`src/rtl/uart_pkg.sv`:
```
// Shared UART definitions for the transmit concentrator and the receive-side demux.
// Contents: FSM state type, data-bit count, and the 2-bit channel select encoding
// driven on {sel_a, sel_b} (sel_a is the MSB).
package uart_pkg;

   localparam int unsigned UART_DATA_BITS = 8;

   localparam logic [1:0] CH_A = 2'b00;
   localparam logic [1:0] CH_B = 2'b01;
   localparam logic [1:0] CH_C = 2'b10;
   localparam logic [1:0] CH_D = 2'b11;

   typedef enum logic [1:0] {
      StIdle,
      StStart,
      StData,
      StStop
   } tx_state_t;

endpackage

```
`src/rtl/rr_arbiter4.sv`:
```
// Four-way round-robin arbiter, purely combinational.
// Ports:
//   req     in  4  request per channel (bit 0 = A)
//   last    in  2  index of the most recently granted channel
//   gnt     out 4  one-hot grant, zero when no request
//   gnt_idx out 2  index of the granted channel (0 when no request)
// Search starts at last+1 and wraps 3 -> 0, so the last winner has lowest priority.
module rr_arbiter4 (
   input  logic [3:0] req,
   input  logic [1:0] last,
   output logic [3:0] gnt,
   output logic [1:0] gnt_idx
);

   logic       found;
   logic [1:0] idx;

   always_comb begin
      gnt     = 4'b0000;
      gnt_idx = 2'b00;
      found   = 1'b0;
      idx     = 2'b00;
      for (int i = 1; i <= 4; i++) begin
         // 2-bit add wraps naturally, so i = 4 revisits the last winner.
         idx = last + 2'(i);
         if (!found && req[idx]) begin
            found      = 1'b1;
            gnt[idx]   = 1'b1;
            gnt_idx    = idx;
         end
      end
   end

endmodule

```
`src/rtl/uart_tx_mux4.sv`:
```
// Four-channel UART transmit concentrator: round-robin selects one of four byte
// channels and sends it as an 8N1 frame on a single serial line.
// Ports:
//   clk, rst_n        clock (rising edge), asynchronous active-low reset
//   in_valid[3:0]     per-channel byte valid (bit 0 = A .. bit 3 = D)
//   in_data[31:0]     channel bytes, [7:0] = A .. [31:24] = D
//   in_ready[3:0]     one-hot accept strobe, only in IDLE, combinational
//   tx                serial line, idle high
//   sel_a, sel_b      channel index of the current/last frame (sel_a = MSB)
//   busy              high from start bit through stop bit
//   done              one-cycle pulse on the last cycle of the stop bit
module uart_tx_mux4
   import uart_pkg::*;
#(
   parameter int unsigned CLKS_PER_BIT = 16
) (
   input  logic        clk,
   input  logic        rst_n,
   input  logic [3:0]  in_valid,
   input  logic [31:0] in_data,
   output logic [3:0]  in_ready,
   output logic        tx,
   output logic        sel_a,
   output logic        sel_b,
   output logic        busy,
   output logic        done
);

   localparam int unsigned CNT_W = $clog2(CLKS_PER_BIT);
   localparam logic [CNT_W-1:0] CNT_LAST = CNT_W'(CLKS_PER_BIT - 1);
   // done is registered, so it is raised one cycle before the final stop cycle.
   localparam logic [CNT_W-1:0] CNT_PRE  = CNT_W'(CLKS_PER_BIT - 2);
   localparam logic [2:0]       IDX_LAST = 3'(UART_DATA_BITS - 1);

   tx_state_t                 state;
   logic [CNT_W-1:0]          bitCnt;
   logic [2:0]                bitIdx;
   logic [UART_DATA_BITS-1:0] shiftReg;
   logic [1:0]                lastGnt;
   logic [1:0]                selIdx;
   logic                      txReg;
   logic                      busyReg;
   logic                      doneReg;

   logic [3:0]                gnt;
   logic [1:0]                gntIdx;
   logic [7:0]                grantByte;
   logic                      bitEnd;

   rr_arbiter4 uArb (
      .req     (in_valid),
      .last    (lastGnt),
      .gnt     (gnt),
      .gnt_idx (gntIdx)
   );

   always_comb begin
      in_ready  = (state == StIdle) ? gnt : 4'b0000;
      grantByte = in_data[{gntIdx, 3'b000} +: 8];
      bitEnd    = (bitCnt == CNT_LAST);
   end

   always_ff @(posedge clk or negedge rst_n) begin
      if (!rst_n) begin
         state    <= StIdle;
         bitCnt   <= '0;
         bitIdx   <= '0;
         shiftReg <= '0;
         lastGnt  <= CH_D;
         selIdx   <= CH_A;
         txReg    <= 1'b1;
         busyReg  <= 1'b0;
         doneReg  <= 1'b0;
      end else begin
         doneReg <= 1'b0;
         unique case (state)
            StIdle: begin
               txReg   <= 1'b1;
               busyReg <= 1'b0;
               bitCnt  <= '0;
               bitIdx  <= '0;
               if (|gnt) begin
                  shiftReg <= grantByte;
                  selIdx   <= gntIdx;
                  lastGnt  <= gntIdx;
                  txReg    <= 1'b0;
                  busyReg  <= 1'b1;
                  state    <= StStart;
               end
            end
            StStart: begin
               if (bitEnd) begin
                  bitCnt <= '0;
                  txReg  <= shiftReg[0];
                  state  <= StData;
               end else begin
                  bitCnt <= bitCnt + 1'b1;
               end
            end
            StData: begin
               if (bitEnd) begin
                  bitCnt <= '0;
                  if (bitIdx == IDX_LAST) begin
                     txReg <= 1'b1;
                     state <= StStop;
                  end else begin
                     bitIdx   <= bitIdx + 3'd1;
                     shiftReg <= shiftReg >> 1;
                     txReg    <= shiftReg[1];
                  end
               end else begin
                  bitCnt <= bitCnt + 1'b1;
               end
            end
            StStop: begin
               if (bitEnd) begin
                  bitCnt  <= '0;
                  bitIdx  <= '0;
                  busyReg <= 1'b0;
                  state   <= StIdle;
               end else begin
                  bitCnt  <= bitCnt + 1'b1;
                  doneReg <= (bitCnt == CNT_PRE);
               end
            end
            default: state <= StIdle;
         endcase
      end
   end

   assign tx    = txReg;
   assign busy  = busyReg;
   assign done  = doneReg;
   assign sel_a = selIdx[1];
   assign sel_b = selIdx[0];

endmodule
```
`config.mk`:
```
export PLATFORM = sky130hd
export DESIGN_NAME = uart_tx_mux4
export DESIGN_NICKNAME = d
export VERILOG_FILES = /design/src/rtl/uart_pkg.sv /design/src/rtl/rr_arbiter4.sv /design/src/rtl/uart_tx_mux4.sv
export SDC_FILE = /design/constraint.sdc
export NUM_CORES = 1
export LEC_CHECK = 0
export ABC_AREA = 1
export BUFFER_PORTS_ARGS = -buffer_cell sky130_fd_sc_hd__buf_2
export CELL_PAD_IN_SITES_DETAIL_PLACEMENT = 1
export CELL_PAD_IN_SITES_GLOBAL_PLACEMENT = 1
export CORE_ASPECT_RATIO = 0.7
export CORE_UTILIZATION = 39
export DETAILED_ROUTE_END_ITERATION = 7
export HOLD_SLACK_MARGIN = 0.03
export PLACE_DENSITY_LB_ADDON = 0.1
export SETUP_SLACK_MARGIN = 0.02
export SYNTH_ARGS = -nofsm -noshare
export SYNTH_HDL_FRONTEND = slang
export SYNTH_SLANG_ARGS = --single-unit
export TNS_END_PERCENT = 1
```
`constraint.sdc`:
```
create_clock -name clk -period 3.27 [get_ports clk]
set_clock_uncertainty 0.15 [all_clocks]
set_input_delay 0.327 -clock clk [delete_from_list [all_inputs] [get_ports clk]]
set_output_delay 0.327 -clock clk [all_outputs]
set_load 0.01 [all_outputs]
```
==> results_dict.tcl, run 1 <==
set metrics [dict create \
    status "finished, final reports clean" \
    die_width_um 90.19 \
    crit_path_start_kind "flip-flop" \
    synth_top_family_by_area "simple AND/OR/NAND/NOR gates" \
    yosysSeqAreaShare 0.2846 \
    grt_pass1_wl_um 10120 \
    clockBufferDepth 2 \
    synth-async-reset-ratio 1.000 \
    die_h_um 63.74 \
    setup_tns_ns 0 \
    critPathCaptureType "primary output" \
    muxShareOfSynthArea 0 \
    tightest_slew_ns 0.5299 \
    hp-class "input port to flip-flop" \
    clk_latency_ns 0.28 \
    final_core_util 0.4775 \
    cts.sinks 24 \
    finalNetCount 402 \
    finalSetupViolCount 0 \
    synth_top_area_cell "dfrtp_1" \
    drive_above_1_share 0.2478 \
    synth_area_per_cell_sq_um 7.078 \
    place_ws_ns 0.4161 \
    r2r-end "shiftReg[6]" \
    synth_compound_area_frac 0.06128 \
    holdWs_ns 0.3024 \
    grt_pass1_vias 2096 \
    yosysTopAreaCellShare 0.2475 \
    fmax_ghz 0.3384 \
    criticalPathCategory "flip-flop to primary output" \
    ys_ff_latch 24 \
    cts_buffers 3 \
    ys_warn_count 0 \
    synth_xor_area_frac 0.004125 \
    initial_core_util 0.4060 \
    synth_commonest_cells "nand2_1, nand3_1, dfrtp_1, inv_1, ha_1" \
    netlist_area_sq_um 2123 \
    crit_fanout 8 \
    port_buffers 46 \
    clkTransAtPathRegs_ns 0.09 \
    layout_min_cycle_time_ns 2.955 \
    yosysUniqueCellTypes 37 \
    syn-num-nets 354 \
    post-route-period-util 0.9037 \
    ios 47 \
    dieArea_sq_um 5748 \
    synthSimpleGateAreaFrac 0.4844 \
    critPathRequiredTime_ns 2.79 \
    final-hold-violation-count 0 \
    gp_congestion 0.8665 \
    critical_path_arrival_ns 2.48 \
    core_sq_um 5230 \
    drt_iter0_drc 69 \
    maxSlewHeadroom 0.6467 \
    drtAntennaViolNets 0 \
    synth_edf_count 0 \
    cts_tree "yes" \
    grt_usage 0.2213 \
    clockRootBuffer "clkbuf_8" \
    crit_start "lastGnt[1]" \
    rr_worst_depth 15 \
    postCtsSetupRepairBufs 0 \
    regToRegStartpoint "lastGnt[1]" \
    cts_max_level 1 \
    fin_ws_ns 0.3149 \
    final_max_slew_viol_count 0 \
    wl_per_cell_um 13.82 \
    antenna_found_initial 0 \
    synth_adder_area_share 0.09428 \
    grt_max_degree 25 \
    row_count 22 \
    drcViolationCount 0 \
    first_pass_iters 4 \
    synth_most_common_cell "nand2_1" \
    dp_hpwl_um 4583 \
    r2r_setup_slack_ns 0.40 \
    avgViaCountPerCell 4.897 \
    overflow 0 \
    diodes 0 \
    wirelength_um 5791 \
    area_growth_pct 17.62 \
    synthFlopType "dfrtp_1" \
    synthTopCellsByArea "dfrtp_1, nand2_1, nand3_1" \
    max_cap_viol_count 0 \
    crit_path_end "in_ready[1]" \
    synthCells 300 \
    vias 2052 \
    rsz0062_at_grt "no" \
]
==> sequential cells by signal (all words and copies together), names as in the netlist <==
name / count
bitIdx: 3
selIdx: 2
busy: 1
lastGnt: 2
done: 1
state: 2
tx: 1
shiftReg: 8
bitCnt: 4
==> final cells by class <==
type | count | area, sq um
clock inverters | 1 | 30.03
clock buffers | 3 | 41.29
inverters | 27 | 108.9
repair buffers | 49 | 255.2
multi-input cells | 243 | 1368
well taps | 72 | 90.09
fillers | 706 | 2733
flip-flops and latches | 24 | 604.3
==> kinds of logic (layout without fill, tap and decap cells) <==
kind of cell / Yosys count / count (layout)
AND/OR/NAND/NOR: 207 / 207
buffers and inverters: 33 / 80
flip-flops: 24 / 24
AO/OA/AOI/OAI: 19 / 19
adder cells (fa/ha/maj): 16 / 16
XOR/XNOR: 1 / 1
==> critical path, cell delays in order, from the launching register on <==
cell and delay (ns):
dfstp_2 0.63, inv_1 0.09, ha_1 0.41, inv_2 0.09, nand3_4 0.12, nand2_8 0.09, inv_4 0.07, nand3_2 0.10
nor2_2 0.18, nand2_1 0.07, nand2_1 0.10, nand2_1 0.06, inv_1 0.07, buf_2 0.12
==> worst min-delay path by stage <==
stage,to,start,slack [ns],depth (start not counted)
5_1_grt,shiftReg[7],in_data[31],0.33,5
3_3_place_gp,bitCnt[3],rst_n,0.20,1
4_1_cts,shiftReg[7],in_data[31],0.31,5
3_5_place_dp,bitCnt[3],rst_n,0.19,1
6_report,shiftReg[7],in_data[31],0.30,5
2_1_floorplan,bitCnt[0],rst_n,-0.12,0
==> cell usage in the layout, fill, tap and decap left out, drive strengths merged <==
cell type and count:
a32o 2, clkbuf 3, bufinv 1, ha 16
o211ai 1, dlygate4sd3 1, nand2 126, a22oi 1
o21ai 9, nand4 3, dfstp 3, dfrtp 21
a21boi 2, clkinv 1, o311ai 1, xor2 1
nor3b 1, nor2 16, inv 26, buf 48
nand3 60, a21oi 3, nand3b 1
==> repair_timing <==
item	4_1_cts	5_1_grt
hold buffers	1	0
endpoints found under the hold margin	21	0
gates resized for setup	0	0
==> through the flow <==
| step | std cells | cell area, sq um |
|---|---|---|
| 2_1_floorplan | 300 | 2123 |
| 3_3_place_gp | 414 | 2416 |
| 3_5_place_dp | 414 | 2416 |
| 4_1_cts | 419 | 2497 |
| 5_1_grt | 419 | 2497 |
| 6_report | 419 | 2497 |
==> routing by layer <==
layer	routed length, um	global-route usage	part of all wire
met1	3046	0.3237	0.53
met2	2515	0.3416	0.43
met3	149	0.03333	0.026
met4	78	0.05444	0.013
met5	0	0	0
Power of run 1 is not shown: default switching activity piles up to over one toggle a cycle in this logic, so the estimate is an artifact.
==> inputs of run 2 (changes only) <==
--- a/config.mk
+++ b/config.mk
@@ -7,13 +7,10 @@
 export LEC_CHECK = 0
 export ABC_AREA = 1
 export BUFFER_PORTS_ARGS = -buffer_cell sky130_fd_sc_hd__buf_2
-export CELL_PAD_IN_SITES_DETAIL_PLACEMENT = 1
-export CELL_PAD_IN_SITES_GLOBAL_PLACEMENT = 1
 export CORE_ASPECT_RATIO = 0.7
-export CORE_UTILIZATION = 39
+export CORE_UTILIZATION = 40
 export DETAILED_ROUTE_END_ITERATION = 7
 export HOLD_SLACK_MARGIN = 0.03
-export PLACE_DENSITY_LB_ADDON = 0.1
 export SETUP_SLACK_MARGIN = 0.02
 export SYNTH_ARGS = -nofsm -noshare
 export SYNTH_HDL_FRONTEND = slang
==> run 2 against run 1 <==
Effect of this change: final area is 0.20% lower; count of clock-buffer cells in the layout stayed put; non-clock buffer count is 1 lower; first-iteration DRC count is 90% higher; wire length is 15% lower; critical path type unchanged; highest routed layer unchanged.
==> results_dict.tcl, run 2 (synthesis gave the netlist of run 1 again) <==
set metrics [dict create \
    status "finished, final reports clean" \
    rsz0062_at_grt "no" \
    core_sq_um 4940 \
    final-hold-violation-count 0 \
    avgViaCountPerCell 4.933 \
    clk_latency_ns 0.27 \
    final_cell_mix "nand2_1, nand3_1, buf_2, inv_1, dfrtp_1" \
    wl_per_cell_um 11.81 \
    largest_register_ffs 8 \
    finalNetCount 401 \
    row_count 21 \
    cts_max_level 1 \
    worstHoldStart "in_data[31]" \
    crit_fanout 13 \
    grt_pass1_wl_um 8487 \
    drtAntennaViolNets 0 \
    clockBufferDepth 2 \
    final_max_slew_viol_count 0 \
    ios 47 \
    critPathCaptureType "primary output" \
    regToRegStartpoint "lastGnt[0]" \
    setup_tns_ns 0 \
    area_growth_pct 17.38 \
    maxSlewHeadroom 0.6473 \
    max_cap_viol_count 0 \
    drt_iter0_drc 131 \
    first_pass_iters 4 \
    fmax_ghz 0.3330 \
    cts_tree "yes" \
    post-route-period-util 0.9184 \
    cts_buffers 3 \
    clkTransAtPathRegs_ns 0.09 \
    crit_path_start_kind "flip-flop" \
    overflow 0 \
    finalSetupViolCount 0 \
    initial_core_util 0.4298 \
    grt_max_degree 25 \
    tightest_slew_ns 0.5291 \
    mostFrequentLayoutCell "nand2_1" \
    port_buffers 46 \
    critical_path_arrival_ns 2.53 \
    hp-class "input port to flip-flop" \
    cts.sinks 24 \
    drive_above_1_share 0.2486 \
    crit_start "lastGnt[0]" \
    diodes 0 \
    dp_hpwl_um 3732 \
    wirelength_um 4902 \
    critPathRequiredTime_ns 2.79 \
    clockRootBuffer "clkbuf_8" \
    dieArea_sq_um 5608 \
    layout_min_cycle_time_ns 3.003 \
    largestRegisters "shiftReg (8), bitCnt (4), bitIdx (3)" \
    criticalPathCategory "flip-flop to primary output" \
    regMostFlops "shiftReg" \
    die_h_um 62.96 \
    fillerInstances 522 \
    vias 2047 \
    gp_congestion 0.8641 \
    grt_pass1_vias 1875 \
    drcViolationCount 0 \
    antenna_found_initial 0 \
    die_width_um 89.08 \
    grt_usage 0.1916 \
]
==> run 2: changes by cell type in the layout (fill, tap and decap cells not counted), sizes merged <==
| cell | before | now |
|---|---|---|
| buf | 48 | 47 |
==> run 2: path summary, 6_finish.rpt <==
| path | endpoint | slack (ns) | cells past startpoint |
|---|---|---|---|
| min | shiftReg[7] | 0.31 | 5 |
| max | in_ready[0] | 0.27 | 13 |
| max reg2reg | shiftReg[0] | 0.38 | 15 |
| min reg2reg | tx | 0.32 | 2 |
| min in group asynchronous | bitCnt[3] | 0.41 | 2 |
| max in group asynchronous | tx | 2.19 | 2 |
==> run 2: metal layers <==
| layer | global-route usage | routed length, um | up-vias |
|---|---|---|---|
| met2 | 0.2700 | 1988 | 62 |
| met3 | 0.04227 | 311 | 9 |
| met4 | 0.04762 | 65 | 0 |
| met5 | 0 | 0 | - |
| li1 | - | - | 1076 |
| met1 | 0.2911 | 2537 | 900 |
==> run 2: final cells by class <==
cell class | instances | area [sq um] | area share
clock buffers | 3 | 41.29 | 0.01657
clock inverters | 1 | 30.03 | 0.01205
inverters | 27 | 108.9 | 0.04367
multi-input cells | 243 | 1370 | 0.5497
flip-flops and latches | 24 | 608.1 | 0.2440
well taps | 69 | 86.33 | 0.03464
repair buffers | 48 | 247.7 | 0.09940
==> run 2: stage by stage <==
step	hold slack (ns)	setup WS, ns	utilization	instance area [sq um]	std cells
2_1_floorplan	-0.1186	0.7089	-	2123	300
3_3_place_gp	0.1943	0.3524	0.4868	2405	410
3_5_place_dp	0.1943	0.3279	0.4868	2405	410
4_1_cts	0.3161	0.1557	0.5033	2486	415
5_1_grt	0.3424	0.04674	0.5046	2492	415
6_report	0.3110	0.2667	0.5046	2492	415
==> run 2: critical path: stages (launching register included) <==
cell	delay, ns
dfstp_4	0.75
inv_6	0.09
ha_2	0.40
inv_2	0.07
nand3_4	0.11
nand2_8	0.09
inv_4	0.06
nand3_2	0.11
nor2_2	0.15
nand2_1	0.07
nand2_1	0.10
nand2_1	0.07
inv_1	0.07
buf_2	0.12
==> run 2: timing repair <==
item                       CTS  global route
gates resized for setup      0             2
hold endpoints to repair    21             0
setup endpoints to repair    0             3
hold buffers                 1             0
setup buffers                0             0
Power of run 2 is left out for the same reason.
